[config.mk]
export PLATFORM = sky130hd
export DESIGN_NAME = bit_serializer
export DESIGN_NICKNAME = d
export VERILOG_FILES = /design/src/rtl/bit_serializer.sv
export SDC_FILE = /design/constraint.sdc
export NUM_CORES = 1
export LEC_CHECK = 0
export ABC_AREA = 0
export CAP_MARGIN = 20
export CORE_MARGIN = 2
export CORE_UTILIZATION = 37
export DETAILED_ROUTE_END_ITERATION = 10
export GPL_TIMING_DRIVEN = 0
export PLACE_DENSITY = 0.74
export SYNTH_ARGS = -nofsm -noshare
export SYNTH_HDL_FRONTEND = slang
export SYNTH_SLANG_ARGS = --single-unit
[constraint.sdc]
create_clock -name clk -period 2.6 [get_ports clk]
set_input_delay 0.52 -clock clk [delete_from_list [all_inputs] [get_ports clk]]
set_output_delay 0.52 -clock clk [all_outputs]
set_load 0.05 [all_outputs]
[src/rtl/bit_serializer.sv]
// Parallel-to-serial shifter: one word of WIDTH bits out one bit per cycle, first bit 1 cycle after accept.
// Backpressure: data_ready only in IDLE or on the last bit, so back-to-back words stream without gaps.
module bit_serializer #(
  parameter int WIDTH     = 8,
  parameter bit MSB_FIRST = 1'b1
) (
  input  logic             clk,
  input  logic             rst,
  input  logic [WIDTH-1:0] data_in,
  input  logic             data_valid,
  output logic             data_ready,
  output logic             out_bit,
  output logic             out_valid,
  output logic             out_sof,
  output logic             busy
);

  localparam int CW = $clog2(WIDTH);
  localparam logic [CW-1:0] LAST_CNT = CW'(WIDTH - 1);

  typedef enum logic {IDLE, SHIFT} state_t;

  state_t           state_q;
  logic [CW-1:0]    bit_cnt_q;
  logic [WIDTH-1:0] sr_q;
  logic             out_bit_q;
  logic             out_valid_q;
  logic             out_sof_q;

  logic             last_bit;
  logic             transfer;
  logic             load_bit_d;
  logic             next_bit_d;
  logic [WIDTH-1:0] sr_shift_d;

  assign last_bit   = (bit_cnt_q == LAST_CNT);
  assign data_ready = !rst && ((state_q == IDLE) || last_bit);
  assign transfer   = data_valid && data_ready;

  // sr_q keeps the word with the bit currently on out_bit at the leading end.
  always_comb begin
    load_bit_d = 1'b0;
    next_bit_d = 1'b0;
    sr_shift_d = '0;
    if (MSB_FIRST) begin
      load_bit_d = data_in[WIDTH-1];
      next_bit_d = sr_q[WIDTH-2];
      sr_shift_d = {sr_q[WIDTH-2:0], 1'b0};
    end else begin
      load_bit_d = data_in[0];
      next_bit_d = sr_q[1];
      sr_shift_d = {1'b0, sr_q[WIDTH-1:1]};
    end
  end

  always_ff @(posedge clk or posedge rst) begin
    if (rst) begin
      state_q     <= IDLE;
      bit_cnt_q   <= '0;
      sr_q        <= '0;
      out_bit_q   <= 1'b0;
      out_valid_q <= 1'b0;
      out_sof_q   <= 1'b0;
    end else begin
      case (state_q)
        IDLE: begin
          if (transfer) begin
            state_q     <= SHIFT;
            sr_q        <= data_in;
            bit_cnt_q   <= '0;
            out_bit_q   <= load_bit_d;
            out_valid_q <= 1'b1;
            out_sof_q   <= 1'b1;
          end
        end
        SHIFT: begin
          if (!last_bit) begin
            sr_q      <= sr_shift_d;
            bit_cnt_q <= bit_cnt_q + 1'b1;
            out_bit_q <= next_bit_d;
            out_sof_q <= 1'b0;
          end else if (transfer) begin
            sr_q        <= data_in;
            bit_cnt_q   <= '0;
            out_bit_q   <= load_bit_d;
            out_valid_q <= 1'b1;
            out_sof_q   <= 1'b1;
          end else begin
            state_q     <= IDLE;
            sr_q        <= '0;
            bit_cnt_q   <= '0;
            out_bit_q   <= 1'b0;
            out_valid_q <= 1'b0;
            out_sof_q   <= 1'b0;
          end
        end
        default: begin
          state_q     <= IDLE;
          bit_cnt_q   <= '0;
          out_valid_q <= 1'b0;
        end
      endcase
    end
  end

  assign out_bit   = out_bit_q;
  assign out_valid = out_valid_q;
  assign out_sof   = out_sof_q;
  assign busy      = out_valid_q;

endmodule

### Word-level counts from Yosys, hierarchy flattened

Cells that the tools add are included.

* flip-flop bits (word level): 14
* output and inout port bits: 5
* word-level logic and storage cells: 35

* eq/ne operators: 3
* muxes and demuxes: 19
* bitwise gates (word level): 1
* $add $sub $neg: 1
* reductions and logical operators: 5

Operators with widths (count)
* $mux 7: 3
* $pmux 7 s2: 1
* $mux 1: 8
* $pmux 1 s2: 4
* $mux 3: 2
* $pmux 3 s2: 1
* $add 3x1->3 const B: 1
* $eq 3x3->1 const B: 1
* $logic_and 1x1->1: 2
* $ne 2x1->1 const B: 1
* $ne 2x2->1 const B: 1
* $reduce_and 2->1: 1
* $logic_not 1->1: 1
* $logic_or 1x1->1: 1
* $not 1->1: 1

### Logic depth before layout (Yosys ltp)

* word-level depth: 7
* depth in mapped cells: 6
* depth with buffers taken out: 5

### Worst setup path before layout

Ideal clock, no wire load.

* path kind: register to output
* start: register bit_cnt_q[0]
* end: output data_ready
* stages on the path, launching flop included: 6
* arrival time: 1.484 ns
* slack: 0.596 ns
* required time: 2.080 ns
* path through: dfrtp_1 -> ha_1 -> ha_1 -> nor2b_4 -> buf_6 -> nor2_1

* longest elaborated chain between the ends: 3

RTL lines
* from (decl): RTL line 24 `logic [CW-1:0] bit_cnt_q;`
* from (signal assigned): RTL line 79 `bit_cnt_q <= bit_cnt_q + 1'b1;`
* $eq 3x3->1: RTL line 36 `assign last_bit = (bit_cnt_q == LAST_CNT);`
* $logic_or 1x1->1: RTL line 37 `assign data_ready = !rst && ((state_q == IDLE) || last_bit);`
* $logic_and 1x1->1: RTL line 37
* to (decl): RTL line 11 `output logic data_ready,`

No other way between the ends.

### Worst setup path in the final report

Ends and elaborated chain as after synthesis.

==> metrics.md <==
| Metric | Value |
|---|---|
| Period utilization | `89.5%` |
| Status | `complete, no violations` |
| Critical Path Fanout Max | `10` |
| Sw Share | `36.5%` |
| H-tree depth | `1` |
| Global-route usage over all layers | `12.3%` |
| Cts hold-fix bufs | `0` |
| DRC Markers | `0` |
| Row count | `15` |
| Crit path max-delay family | `buffers and inverters` |
| Sequential share of power | `around 36%` |
| Most used cell, CP | `ha_1` |
| Routed via count | `between 400 and 500` |
| I/O Pins | `16` |
| Worst-skew pair later-pin latency | `0.27 ns` |
| Critical path data arrival time | `approximately 1.8 ns` |
| Routability cong. | `0.665` |
| Internal | `0.619 mW` |
| Post-synth EDFFs | `0` |
| Number of global-route vias before repair | `411` |
| CTS Sinks | `14` |
| Top post-synthesis cells by count | `dfrtp_1, a221o_1, and2_1` |
| Routed wire per std cell | `roughly 12 µm` |
| Core Area | `approximately 1700 µm²` |
| Die width | `45.7 µm` |
| Longest Clk Path Bufs | `2` |
| Slowest CP cell | `dlygate4sd2_1` |
| Routed Antenna Nets | `0` |
| Switch Pwr | `0.355 mW` |
| Port bufs | `15` |
| First-pass GRT wire length | `between 1500 and 2000 µm` |
| Chip Height | `approximately 46 µm` |
| Cell type with the highest aggregate area in the netlist | `dfrtp_1` |
| Die area | `between 2000 and 2500 µm²` |
| Top-area cell type share of the netlist area | `a little over half` |
| Tmin final | `2.33 ns` |
| Register area | `350 µm²` |
| Leakage | `between 0.4 and 0.5 nW` |
| Comb power frac | `between 40% and 50%` |
| YS warnings | `0` |
| Final setup violation count | `0` |
| DP HPWL | `a little under 800 µm` |
| Remaining global-route overflow | `0` |
| Worst path bufs/invs | `2` |
| Setup crit start kind | `flop` |
| Initial core utilization | `between 30% and 40%` |
| Pwr dens | `between 1000 and 1500 nW/µm²` |
| Most frequent cell after synthesis | `dfrtp_1` |
| Routed WL | `around 1100 µm` |
| Max-cap violations | `0` |
| Initial antenna violation count | `0` |
| Crit Path Class | `flop to output port` |
| Min-delay worst type | `flop to flop` |
| Reg clk slew, reported paths | `approximately 0.080 ns` |
| Area of the multi-input gates | `244 µm²` |
| Synth top area cells | `dfrtp_1, a221o_1, and2_1` |
| Average vias per placed instance | `about 5` |
| Least-Margin Pin Slew | `roughly 0.5 ns` |
| Primary FF master, synth | `dfrtp_1` |
| Clock root cell | `clkbuf_4` |
| Drt first-iter violations | `16` |
| Clock power frac | `between 10% and 20%` |
| Num CTS Buffers | `3` |
| WP data required | `between 2 and 2.5 ns` |
| Netlist Area Pre-Place | `roughly 640 µm²` |
| Worst-path cell chain | `ha_1 -> ha_1 -> nor2b_4 -> buf_6 -> nor2_1 -> dlygate4sd2_1` |
| Fin. max-slew vios | `0` |
| Largest net degree at the start of global routing | `15` |
| Slew headroom | `about two thirds` |
| Sequential area share after synthesis | `a little over half` |
| N_diodes | `0` |
| Setup TNS | `0 ns` |
| TritonRoute pass-1 iters | `4` |
| Syn_nets | `63` |
| Avg Cell Area, Syn | `between 10 and 15 µm²` |
| Final hold violations | `0` |
| Crit path capture type | `output port` |
| Flops & latches, synth | `14` |
| Final net count | `83` |
| Clock Skew | `0.00347 ns` |
| Ys async rst share | `100%` |
| Fmax | `430 MHz` |
| Maximum vdd ir drop | `a little over 0.5 mV` |
| Area Overhead vs Synth | `32.1%` |
| Worst path max stage delay | `slightly above 0.4 ns` |
| TritonCTS clock tree | `yes` |
| Post-Synthesis Cells | `50` |
| Fill cell count | `151` |
| Share of layout cells above drive strength 1 | `roughly 17%` |
| Synth unique cells | `17` |
| Hold slack | `slightly below 0.5 ns` |
| RSZ-0062 raised after global routing | `no` |
[kinds of logic after synthesis]
group / share of synthesized area, %
compound gates: 17.1
fa+ha+maj: 3.89
buf+inv: 7.59
flops: 54.5
mux: 1.75
simple gates: 15.2
[timing repair]
item	CTS	global route
endpoints found under the setup margin	1	0
buffers inserted	0	0
resized for setup	1	0
[power groups by stage]
stage / sequential [mW] / clock (mW) / combinational (mW)
3_5_place_dp: 0.351 / 0 / 0.484
4_1_cts: 0.345 / 0.160 / 0.481
6_report: 0.346 / 0.153 / 0.475
2_1_floorplan: 0.404 / 0 / 0.304
3_3_place_gp: 0.345 / 0 / 0.478
5_1_grt: 0.354 / 0.170 / 0.522
[state kept, by name (all words and copies together) (netlist names)]
| name | cells |
|---|---|
| bit_cnt_q | 3 |
| busy | 1 |
| out_bit | 1 |
| out_sof | 1 |
| sr_q | 7 |
| state_q | 1 |
[path summary, 6_finish.rpt]
| kind | depth (start not counted) | from | slack (ns) | to |
|---|---|---|---|---|
| max | 6 | bit_cnt_q[0]$_DFFE_PP0P_ | 0.27 | data_ready |
| max reg2reg | 6 | bit_cnt_q[0]$_DFFE_PP0P_ | 1.04 | sr_q[3]$_DFFE_PP0P_ |
| min reg2reg | 1 | out_sof$_DFFE_PP0P_ | 0.49 | out_sof$_DFFE_PP0P_ |
| min in group asynchronous | 2 | rst | 0.63 | sr_q[5]$_DFFE_PP0P_ |
| max in group asynchronous | 2 | rst | 1.63 | sr_q[1]$_DFFE_PP0P_ |
| min | 1 | out_sof$_DFFE_PP0P_ | 0.49 | out_sof$_DFFE_PP0P_ |
[layout make-up]
cell class | instances | share of cell area (%)
buffer | 4 | 4.86
clock buffer | 4 | 4.27
inverter | 2 | 0.884
multi-input combinational | 30 | 28.7
sequential | 14 | 41.2
tap | 17 | 2.50
timing repair buffer | 15 | 17.5
[metal layers]
| metal | global-route usage (%) | up-vias | share of wire (%) |
|---|---|---|---|
| li1 | - | 218 | - |
| met1 | 14.1 | 212 | 46 |
| met2 | 20.3 | 10 | 50 |
| met3 | 5.95 | 0 | 4.5 |
| met4 | 3.43 | 0 | 0 |
| met5 | 0 | - | 0 |
[placed cells by master, fill, tap and decap left out, drive strengths merged, types with 3 or more instances in the layout]
| master | instances |
|---|---|
| buf | 4 |
| a21o | 3 |
| a221o | 7 |
| nor2b | 3 |
| clkdlybuf4s50 | 14 |
| and2 | 7 |
| clkbuf | 4 |
| dfrtp | 14 |
[stage by stage]
step	total power [mW]	cell area (µm²)	std cells	setup slack (ns)	util [%]
6_report	0.974	850	86	0.272	50.9
2_1_floorplan	0.707	643	50	0.596	-
3_3_place_gp	0.823	815	82	0.209	48.8
4_1_cts	0.986	850	86	0.252	50.9
5_1_grt	1.05	850	86	0.163	50.9
3_5_place_dp	0.834	815	82	0.199	48.8
(Power assumes the default switching activity.)
